[config.mk]
export PLATFORM = sky130hd
export DESIGN_NAME = rf_wb_arbiter
export DESIGN_NICKNAME = d
export VERILOG_FILES = /design/src/rtl/rf_wb_arbiter.sv
export SDC_FILE = /design/constraint.sdc
export NUM_CORES = 1
export LEC_CHECK = 0
export BUFFER_PORTS_ARGS = -buffer_cell sky130_fd_sc_hd__buf_2
export CAP_MARGIN = 20
export CORE_MARGIN = 2
export CORE_UTILIZATION = 45
export CTS_CLUSTER_DIAMETER = 100
export DETAILED_ROUTE_END_ITERATION = 8
export PLACE_DENSITY_LB_ADDON = 0.08
export SLEW_MARGIN = 10
export SYNTH_ARGS = -nofsm -noshare
export SYNTH_HDL_FRONTEND = slang
export SYNTH_SLANG_ARGS = --single-unit
export TNS_END_PERCENT = 10
[constraint.sdc]
create_clock -name clk -period 3 [get_ports clk]
set_clock_uncertainty 0.05 [all_clocks]
set_input_delay 0.3 -clock clk [delete_from_list [all_inputs] [get_ports clk]]
set_output_delay 0.3 -clock clk [all_outputs]
set_load 0.05 [all_outputs]
[src/rtl/rf_wb_arbiter.sv]
// rtl/rf_wb_arbiter.sv - two-requester writeback arbiter for the register file write port
module rf_wb_arbiter #(
  parameter int STARVE_LIMIT = 4,
  parameter int DW           = 32
) (
  input  logic          clk,
  input  logic          reset,
  input  logic          hold,
  input  logic          a_valid,
  output logic          a_ready,
  input  logic [4:0]    a_addr,
  input  logic [DW-1:0] a_data,
  input  logic          b_valid,
  output logic          b_ready,
  input  logic [4:0]    b_addr,
  input  logic [DW-1:0] b_data,
  output logic          we3,
  output logic [4:0]    wa3,
  output logic [DW-1:0] wd3,
  output logic          b_forced
);

  typedef enum logic {
    PRI_A = 1'b0,
    PRI_B = 1'b1
  } state_t;

  localparam logic [3:0] LIMIT    = 4'(STARVE_LIMIT);
  localparam logic [3:0] LIMIT_M1 = 4'(STARVE_LIMIT - 1);

  state_t     state;
  state_t     state_next;
  logic [3:0] wait_cnt;
  logic [3:0] wait_cnt_next;
  logic       gnt_a;
  logic       gnt_b;
  logic       b_blocked;

  // State register; b_forced is a direct decode of the registered state
  always_ff @(posedge clk or posedge reset) begin
    if (reset) begin
      state <= PRI_A;
    end else begin
      state <= state_next;
    end
  end

  assign b_forced = (state == PRI_B);

  // Readies never look at their own valid, so a requester can rely on them combinationally
  always_comb begin
    a_ready = 1'b0;
    b_ready = 1'b0;
    if (!hold) begin
      a_ready = (state == PRI_A) || !b_valid;
      b_ready = (state == PRI_B) || !a_valid;
    end
  end

  assign gnt_a     = a_valid && a_ready;
  assign gnt_b     = b_valid && b_ready;
  assign b_blocked = b_valid && !b_ready && !hold;

  // Next state: escalate to B after it has been blocked long enough; one grant (or withdrawal) drops back
  always_comb begin
    state_next = state;
    if (!hold) begin
      case (state)
        PRI_A: if (b_blocked && (wait_cnt == LIMIT_M1)) state_next = PRI_B;
        PRI_B: if (gnt_b || !b_valid) state_next = PRI_A;
        default: state_next = PRI_A;
      endcase
    end
  end

  // Starvation counter: counts blocked cycles of B, saturates, frozen under hold
  always_comb begin
    wait_cnt_next = wait_cnt;
    if (!hold) begin
      if (gnt_b || !b_valid) begin
        wait_cnt_next = 4'd0;
      end else if (b_blocked && (wait_cnt < LIMIT)) begin
        wait_cnt_next = wait_cnt + 4'd1;
      end
    end
  end

  // Counter register
  always_ff @(posedge clk or posedge reset) begin
    if (reset) begin
      wait_cnt <= 4'd0;
    end else begin
      wait_cnt <= wait_cnt_next;
    end
  end

  // Registered write port; r0 grants are consumed but never enable the write
  always_ff @(posedge clk or posedge reset) begin
    if (reset) begin
      we3 <= 1'b0;
      wa3 <= 5'd0;
      wd3 <= '0;
    end else if (gnt_a) begin
      we3 <= (a_addr != 5'd0);
      wa3 <= a_addr;
      wd3 <= a_data;
    end else if (gnt_b) begin
      we3 <= (b_addr != 5'd0);
      wa3 <= b_addr;
      wd3 <= b_data;
    end else begin
      we3 <= 1'b0;
    end
  end

endmodule
==> results.yml <==
timing:
  grt_setup_unrepaired: "false"
  tightest_slew_ns: 0.973
  timing.slew.headroom_pct: 35.1
  postLayoutSetupSlackWorst_ns: 1.08
  min_period_ns: 1.92
  drv_slew: 0
  fin_tns_setup_ns: 0
  setup_viol: 0
  post-route-period-util_pct: 64.1
  max_freq_mhz: 520
  finalHoldViolCount: 0
job:
  cap_violations: 0
power:
  power_mw: 1.78
  p_leak_nw: 1.34
  vdd_drop_max_mv: 0.253
  powerDensity_nw_per_um2: 581
cts:
  cts_buffers: 5
  postCtsHoldBufs: 0
  clkTransAtPathRegs_ns: 0.09
  clock_latency_ns: 0.30
  clock_path_buffers: 2
  cts_max_level: 2
  ctsRootBufferMaster: "clkbuf_8"
  cts_tree: "done"
  numClockSinks: 43
  cts_setup_buffers: 0
  cts_resized: 0
routing:
  dr.first_iter.drc_count: 116
  vias_per_cell: 5.20
  drc: 0
  wl_per_cell_um: 14.4
  dr.pass1.iters: 4
  antenna_left: 0
  routed_wl_um: 6050
  via_count: 2179
place:
  port_buffers: 119
  pre_cts_ws_ns: 0.936
  dp_hpwl_um: 4120
  place_congestion: 0.771
logic_synthesis:
  synth_nets: 321
  avgSynthCellArea_um2: 9.91
  async_flop_share_pct: 100
  synth_warnings: 0
  synth.distinct_cells: 31
  synth_cells: 241
  synth.yosys.seq_area_share_pct: 45.1
  synth-edff-count: 0
  synthFlopType: "dfrtp_1"
  synth_area_um2: 2390
  ys_ff_latch: 43
global_route:
  antenna_found_initial: 0
  overflow: 0
  grt_pass1_vias: 2172
  grt_usage_pct: 21.0
  grt_max_degree: 44
  grt_pass1_wl_um: 10000
setup_path:
  arrival_ns: 1.57
  path_cells: "a21o_1 > inv_6 > buf_2"
  r2r_cells: 4
  cp_num_cells: 3
  r2r_setup_slack_ns: 1.52
  crit_type: "reg -> out"
  slowest_stage: "dfrtp_1"
  cp_max_fo: 38
  start_kind: "flip-flop"
  slowest_delay_ns: 0.42
  critPathTopFamily: "buffers and inverters"
  rr_startpoint: "b_forced$_DFFE_PP0N_"
  cp-end-kind: "output pin"
  cp_num_buf_inv: 2
  reg2reg_to: "wd3[20]$_DFFE_PP0P_"
  critical_path_required_ns: 2.65
floorplan:
  start_util_pct: 46.7
  core_um2: 5110
  ios: 120
  die_h_um: 76.8
  fp.dieW_um: 76.8
  die-area_um2: 5900
  num_rows: 26
layout:
  nNetsFinal: 428
  diodes: 0
  nFillCells: 484
  drive_gt1_share_pct: 50.1
  syn_to_final_growth_pct: 28.5
min_path:
  min_path_type: "in -> async"
status:
  outcome: "finished clean"
[cell usage in the layout, fill, tap and decap left out, types with 2 or more instances in the layout]
master / count
or4_1: 2
clkbuf_8: 6
nor2_1: 42
buf_2: 119
o21ai_0: 36
dfrtp_1: 43
inv_1: 2
nand3_1: 16
buf_4: 3
a31oi_1: 17
a31oi_2: 20
a21oi_1: 3
nand3_2: 20
[worst reg2reg max path: cells and delay by family (launching register included)]
kind	cells	cell delay [ns]
AOI/OAI and AO/OA	3	0.60
DFF	1	0.40
buffers and inverters	1	0.35
[cell type report]
| cell class | count | area, µm² | share of cell area, % |
|---|---|---|---|
| Inverter | 4 | 20.0 | 0.653 |
| Tap cell | 70 | 87.6 | 2.86 |
| Clock buffer | 6 | 82.6 | 2.69 |
| Sequential cell | 43 | 1080 | 35.1 |
| Timing Repair Buffer | 123 | 638 | 20.8 |
| Clock inverter | 2 | 35.0 | 1.14 |
| Multi-Input combinational cell | 171 | 1130 | 36.8 |
[cells in the mapped netlist (all sizes together), types with 2 or more instances]
library cell  number  area share (%)
a31oi             37              15
o21ai             37             7.8
clkbuf             5            0.79
nand3             36              12
dfrtp             43              45
a21oi              3            0.63
or4                2            0.63
nor2              42             6.6
inv                4            0.84
buf               18             6.3
nor3               2            0.63
[metal layers]
layer	routed length, µm	track usage, %	up-vias
met5	0	0	-
met4	74	8.18	0
met3	329	3.53	7
met2	3000	36.0	64
met1	2650	26.6	1024
li1	-	-	1084
[registers in the layout, summed over array words and instances, names as in the netlist]
name and flops:
wa3 5, we3 1, wait_cnt 4, wd3 32, b_forced 1
[metrics by stage]
| stage | utilization (%) | instances | hold WS (ns) | instance area, µm² |
|---|---|---|---|---|
| 2_1_floorplan | - | 241 | 0.406 | 2390 |
| 3_3_place_gp | 57.7 | 411 | 0.454 | 2950 |
| 3_5_place_dp | 57.7 | 411 | 0.460 | 2950 |
| 4_1_cts | 60.0 | 419 | 0.191 | 3070 |
| 5_1_grt | 60.0 | 419 | 0.207 | 3070 |
| 6_report | 60.0 | 419 | 0.145 | 3070 |
[power breakdown]
part	switching [mW]	total [mW]	internal (mW)
logic	0.445	0.614	0.169
clock network	0.207	0.476	0.270
registers	0.0382	0.692	0.654
total	0.690	1.78	1.09
[how the worst max path moves through the flow]
stage	from	endpoint	slack, ns
after floorplan	b_forced$_DFFE_PP0N_	b_ready	1.08
after global placement	a_valid	wd3[2]$_DFFE_PP0P_	0.94
after detailed placement	a_valid	wd3[20]$_DFFE_PP0P_	0.94
after CTS	b_forced$_DFFE_PP0N_	a_ready	1.06
after global routing	b_forced$_DFFE_PP0N_	a_ready	0.98
final	b_forced$_DFFE_PP0N_	a_ready	1.08
[cells by family after synthesis]
kind of cell | after synthesis | share of synthesized area (%)
simple gates | 87 | 21.0
fa+ha+maj | 1 | 0.524
compound gates | 82 | 25.1
xor+xnor | 1 | 0.367
flops | 43 | 45.1
buf+inv | 27 | 7.97
(Power assumes the default switching activity.)
